## config.mk

```make
export PLATFORM = sky130hd
export DESIGN_NAME = n_register_serializer
export DESIGN_NICKNAME = d
export VERILOG_FILES = /design/src/rtl/n_register_serializer.sv
export SDC_FILE = /design/constraint.sdc
export NUM_CORES = 1
export LEC_CHECK = 0
export ABC_CLOCK_PERIOD_IN_PS = 1800
export CAP_MARGIN = 20
export CORE_AREA = 2 2 41 43
export CTS_BUF_LIST = sky130_fd_sc_hd__clkbuf_8
export CTS_CLUSTER_DIAMETER = 50
export DETAILED_ROUTE_END_ITERATION = 6
export DIE_AREA = 0 0 43 45
export PLACE_DENSITY = 0.75
export SKIP_LAST_GASP = 1
export SYNTH_ARGS = -nofsm -noshare
export SYNTH_HDL_FRONTEND = slang
export SYNTH_SLANG_ARGS = --single-unit
```

## constraint.sdc

```tcl
create_clock -name clk -period 1.8 [get_ports clk]
set_input_delay 0.18 -clock clk [delete_from_list [all_inputs] [get_ports clk]]
set_output_delay 0.18 -clock clk [all_outputs]
set_load 0.03 [all_outputs]
```

## src/rtl/n_register_serializer.sv

```systemverilog
// Parallel-to-serial reader: loads a WIDTH-bit word on a valid/ready handshake and
// shifts it out LSB-first. Optional even-parity trailer bit via NREG_SERIAL_PARITY_EN.
module n_register_serializer #(
  parameter int unsigned WIDTH = 8
) (
  input  logic             clk,
  input  logic             reset,
  input  logic [WIDTH-1:0] io_D,
  input  logic             io_load_valid,
  output logic             io_load_ready,
  input  logic             io_pause,
  output logic             io_serial_out,
  output logic             io_serial_valid,
  output logic             io_done
);

  localparam int unsigned CNT_W = (WIDTH > 1) ? $clog2(WIDTH) : 1;
  localparam logic [CNT_W-1:0] LAST_BIT = CNT_W'(WIDTH - 1);

`ifdef NREG_SERIAL_PARITY_EN
  typedef enum logic [1:0] {S_IDLE, S_SHIFT, S_PARITY, S_DONE} state_t;
`else
  typedef enum logic [1:0] {S_IDLE, S_SHIFT, S_DONE} state_t;
`endif

  state_t           state_q;
  logic [WIDTH-1:0] shreg_q;
  logic [CNT_W-1:0] cnt_q;
`ifdef NREG_SERIAL_PARITY_EN
  logic             parity_q;
`endif

  // Sequencer: load on handshake, shift on unpaused cycles, one-cycle done.
  always_ff @(posedge clk) begin
    if (reset) begin
      state_q  <= S_IDLE;
      shreg_q  <= '0;
      cnt_q    <= '0;
`ifdef NREG_SERIAL_PARITY_EN
      parity_q <= 1'b0;
`endif
    end else begin
      case (state_q)
        S_IDLE: begin
          if (io_load_valid) begin
            shreg_q  <= io_D;
            cnt_q    <= '0;
`ifdef NREG_SERIAL_PARITY_EN
            parity_q <= ^io_D;
`endif
            state_q  <= S_SHIFT;
          end
        end
        S_SHIFT: begin
          if (!io_pause) begin
            shreg_q <= shreg_q >> 1;
            cnt_q   <= cnt_q + CNT_W'(1);
            if (cnt_q == LAST_BIT) begin
`ifdef NREG_SERIAL_PARITY_EN
              state_q <= S_PARITY;
`else
              state_q <= S_DONE;
`endif
            end
          end
        end
`ifdef NREG_SERIAL_PARITY_EN
        S_PARITY: begin
          if (!io_pause) state_q <= S_DONE;
        end
`endif
        S_DONE:  state_q <= S_IDLE;
        default: state_q <= S_IDLE;
      endcase
    end
  end

  // Outputs decode registered state; reset and pause gate them to zero.
  always_comb begin
    io_load_ready   = 1'b0;
    io_serial_out   = 1'b0;
    io_serial_valid = 1'b0;
    io_done         = 1'b0;
    if (!reset) begin
      case (state_q)
        S_IDLE: io_load_ready = 1'b1;
        S_SHIFT: begin
          io_serial_valid = !io_pause;
          io_serial_out   = !io_pause & shreg_q[0];
        end
`ifdef NREG_SERIAL_PARITY_EN
        S_PARITY: begin
          io_serial_valid = !io_pause;
          io_serial_out   = !io_pause & parity_q;
        end
`endif
        S_DONE:  io_done = 1'b1;
        default: io_load_ready = 1'b0;
      endcase
    end
  end

endmodule

```

==> flow_summary.yaml, run 1 <==
timing:
  setup_violations: 0
  slew_headroom_pct: 73.6
  rsz0062_at_grt: "no"
  final-hold-violation-count: 0
  worst_slack_ps: 182
  min_period_over_period_pct: 89.9
  period_minus_slack_ps: 1620
  fmax_ghz: 0.618
  slew_violations: 0
  finalClockSkew_ps: 1.11
  worst_pin_slew_ps: 396
  setup_total_negative_slack_ps: 0
status:
  outcome: "completed"
cts:
  clock-sinks: 13
  post_cts_resized: 0
  insertion_delay_ps: 240
  tritoncts: "built"
  clock_path_buffers: 2
  cts_setup_buffers: 0
  cts.clk_slew.worst_paths_ps: 60
  cts_buffers: 3
  ctsHoldBuffers: 0
  cts-root-buf: "clkbuf_8"
  cts.htree.levels: 1
floorplanning:
  core_area_um2: 1470
  ios: 16
  die_area_um2: 1940
  rows: 14
  die_w_um: 43
  initial_core_util_pct: 46.9
  die_y_um: 45
worst_setup_path:
  cp_max_fo: 9
  crit_chain: "or3b_4 > nor3_1 > buf_4"
  reg2reg_depth: 4
  critPathTopFamily: "simple AND/OR/NAND/NOR gates"
  worst_ep_arrival_time_ps: 1440
  crit_path_start_kind: "register"
  rr_endpoint: "shreg_q[4]"
  critPathMaxStageDelay_ps: 460
  path_buf_inv: 1
  worst_path_max_delay_cell: "or3b_4"
  regToRegSetupSlack_ps: 420
  crit_path_end_kind: "output pin"
  critical_path_class: "reg -> out"
  crit_start: "state_q[1]"
  cp.required_ps: 1620
  r2r-start: "state_q[1]"
route:
  drt_iter0_drc: 8
  wl_um: 1280
  avgViaCountPerCell: 5.44
  drc_errors: 0
  vias: 560
  dr.pass1.iters: 4
  ant_nets: 0
  wl_per_cell_um: 12.5
hold_path:
  hold_path.startpoint: "shreg_q[6]"
  hold_path_class: "reg -> reg"
  hold_depth: 2
  hold-path-endpoint: "shreg_q[6]"
layout:
  nets: 102
  postLayoutCellArea_um2: 890
  layout_common_cells: "12 x dfxtp_1, 11 x clkdlybuf4s50_1, 10 x buf_4"
  fillerInstances: 130
  final_cell_count_no_fill: 103
  final_common_cell: "dfxtp_1"
  antenna_cells: 0
  multi_input_area_um2: 344
  area_growth_pct: 29.0
  drive_gt1_share_pct: 29.9
  regArea_um2: 262
global_routing:
  grt_pass1_wl_um: 2300
  antenna_found_initial: 0
  grt_start_max_net_pins: 10
  grt_usage_pct: 16.0
  grt_pass1_vias: 540
  grt_overflow: 0
run:
  cap_violations: 0
power:
  p_sw_share_pct: 25.5
  ir_worst_vdd_v: 0.000430
  pwr-share-comb_pct: 17.4
  seqPwrFrac_pct: 46.0
  clkPwrFrac_pct: 36.6
  leakagePower_nw: 0.381
  intPower_uw: 522
  power_uw: 701
  power_density_nw_per_um2: 788
  switchingPower_uw: 179
yosys:
  syn_area_um2: 689
  avgSynthCellArea_um2: 10.1
  postSynthCellCount: 68
  ys_ff_latch: 13
  ys_warn_count: 0
  synth_cell_types: 24
  synth-seq-area-share_pct: 37.7
  syn_nets: 82
placement:
  place_ws_ps: 138
  dp.cells: 99
  numPortBuffers: 15
  placed_cell_area_um2: 841
  dp_hpwl_um: 984
  gp_congestion: 0.733
==> through the flow <==
stage | hold slack [ps] | util, %
2_1_floorplan | 336 | -
3_3_place_gp | 446 | 57.1
3_5_place_dp | 452 | 57.1
4_1_cts | 462 | 60.2
5_1_grt | 487 | 60.5
6_report | 463 | 60.5
==> synth_stat cells <==
cell       n  area (µm²)
a21oi_1    9        45.0
nor2_8     1        20.0
o21bai_1   1        7.51
a21o_1     2        15.0
a31oi_1    1        6.26
nand2b_1   2        12.5
buf_2      1        5.00
a311oi_1   1        8.76
a32o_2     2        22.5
nor3b_1    1        7.51
o221ai_2   7         105
nor3_1     2        10.0
nor2_1     2        7.51
or3b_1     2        17.5
and2_1     1        6.26
nand2_1    2        7.51
inv_2      1        3.75
a32oi_1    1        8.76
nor4b_1    1        8.76
inv_1      8        30.0
ha_1       2        25.0
clkbuf_1   1        3.75
dfxtp_1   13         260
buf_6      4        45.0
==> final cells by class <==
class | instances | share of cell area, %
Clock buffer | 3 | 4.64
Clock inverter | 1 | 0.422
Inverter | 9 | 3.80
Multi-Input combinational cell | 40 | 38.7
Sequential cell | 13 | 29.4
Tap cell | 16 | 2.25
Timing Repair Buffer | 21 | 20.8
==> how the worst max path moves through the flow <==
stage                     to  cells past startpoint  slack [ps]
2_1_floorplan  io_serial_out                      4          20
3_3_place_gp   io_serial_out                      4         150
3_5_place_dp      shreg_q[4]                      5         140
4_1_cts        io_serial_out                      3          40
5_1_grt        io_serial_out                      3          70
6_report       io_serial_out                      3         180
==> tightest hold or removal path: stages (launching register included) <==
cell     delay [ps]
dfxtp_1         320
inv_1            50
a21oi_1          50
==> logic make-up (layout without fill, tap and decap cells) <==
group	count (synthesis)	after routing	synth area share, %
and+or+nand+nor	14	14	14.2
adders and majority gates	2	2	3.63
buffers and inverters	15	34	12.7
DFF	13	13	37.7
AOI/OAI and AO/OA	24	24	31.8
==> sequential cells by signal, indices dropped and copies added (netlist names) <==
register and count:
state_q 2, cnt_q 3, shreg_q 8
==> power groups by stage <==
stage	registers [mW]	logic [mW]	clock network, mW
after floorplan	0.324	0.0803	0
after global placement	0.328	0.119	0
after detailed placement	0.328	0.121	0
after CTS	0.322	0.122	0.261
after global routing	0.325	0.134	0.276
final	0.323	0.122	0.256
==> layer usage <==
metal | global-route usage [%] | wire length (µm) | vias to the layer above
met3 | 2.40 | 50 | 2
li1 | - | - | 289
met2 | 23.9 | 570 | 12
met1 | 21.3 | 642 | 257
met5 | 0 | 0 | -
met4 | 10.9 | 19 | 0
Power figures use the tool's default switching activity.
==> run 2, diff against run 1 <==
--- a/config.mk
+++ b/config.mk
@@ -6,14 +6,16 @@
 export NUM_CORES = 1
 export LEC_CHECK = 0
 export ABC_CLOCK_PERIOD_IN_PS = 1800
-export CAP_MARGIN = 20
+export CAP_MARGIN = 25
 export CORE_AREA = 2 2 41 43
 export CTS_BUF_LIST = sky130_fd_sc_hd__clkbuf_8
 export CTS_CLUSTER_DIAMETER = 50
 export DETAILED_ROUTE_END_ITERATION = 6
 export DIE_AREA = 0 0 43 45
+export GPL_ROUTABILITY_DRIVEN = 0
 export PLACE_DENSITY = 0.75
 export SKIP_LAST_GASP = 1
 export SYNTH_ARGS = -nofsm -noshare
 export SYNTH_HDL_FRONTEND = slang
 export SYNTH_SLANG_ARGS = --single-unit
+export TNS_END_PERCENT = 1
==> results of run 2 <==
Final layout, timing and power as in run 1 (identical DEF).
==> run 3, diff against run 2 <==
--- a/config.mk
+++ b/config.mk
@@ -14,7 +14,7 @@
 export DIE_AREA = 0 0 43 45
 export GPL_ROUTABILITY_DRIVEN = 0
 export PLACE_DENSITY = 0.75
-export SKIP_LAST_GASP = 1
+export SLEW_MARGIN = 5
 export SYNTH_ARGS = -nofsm -noshare
 export SYNTH_HDL_FRONTEND = slang
 export SYNTH_SLANG_ARGS = --single-unit
==> results of run 3 <==
Final layout, timing and power as in run 1 (identical DEF).
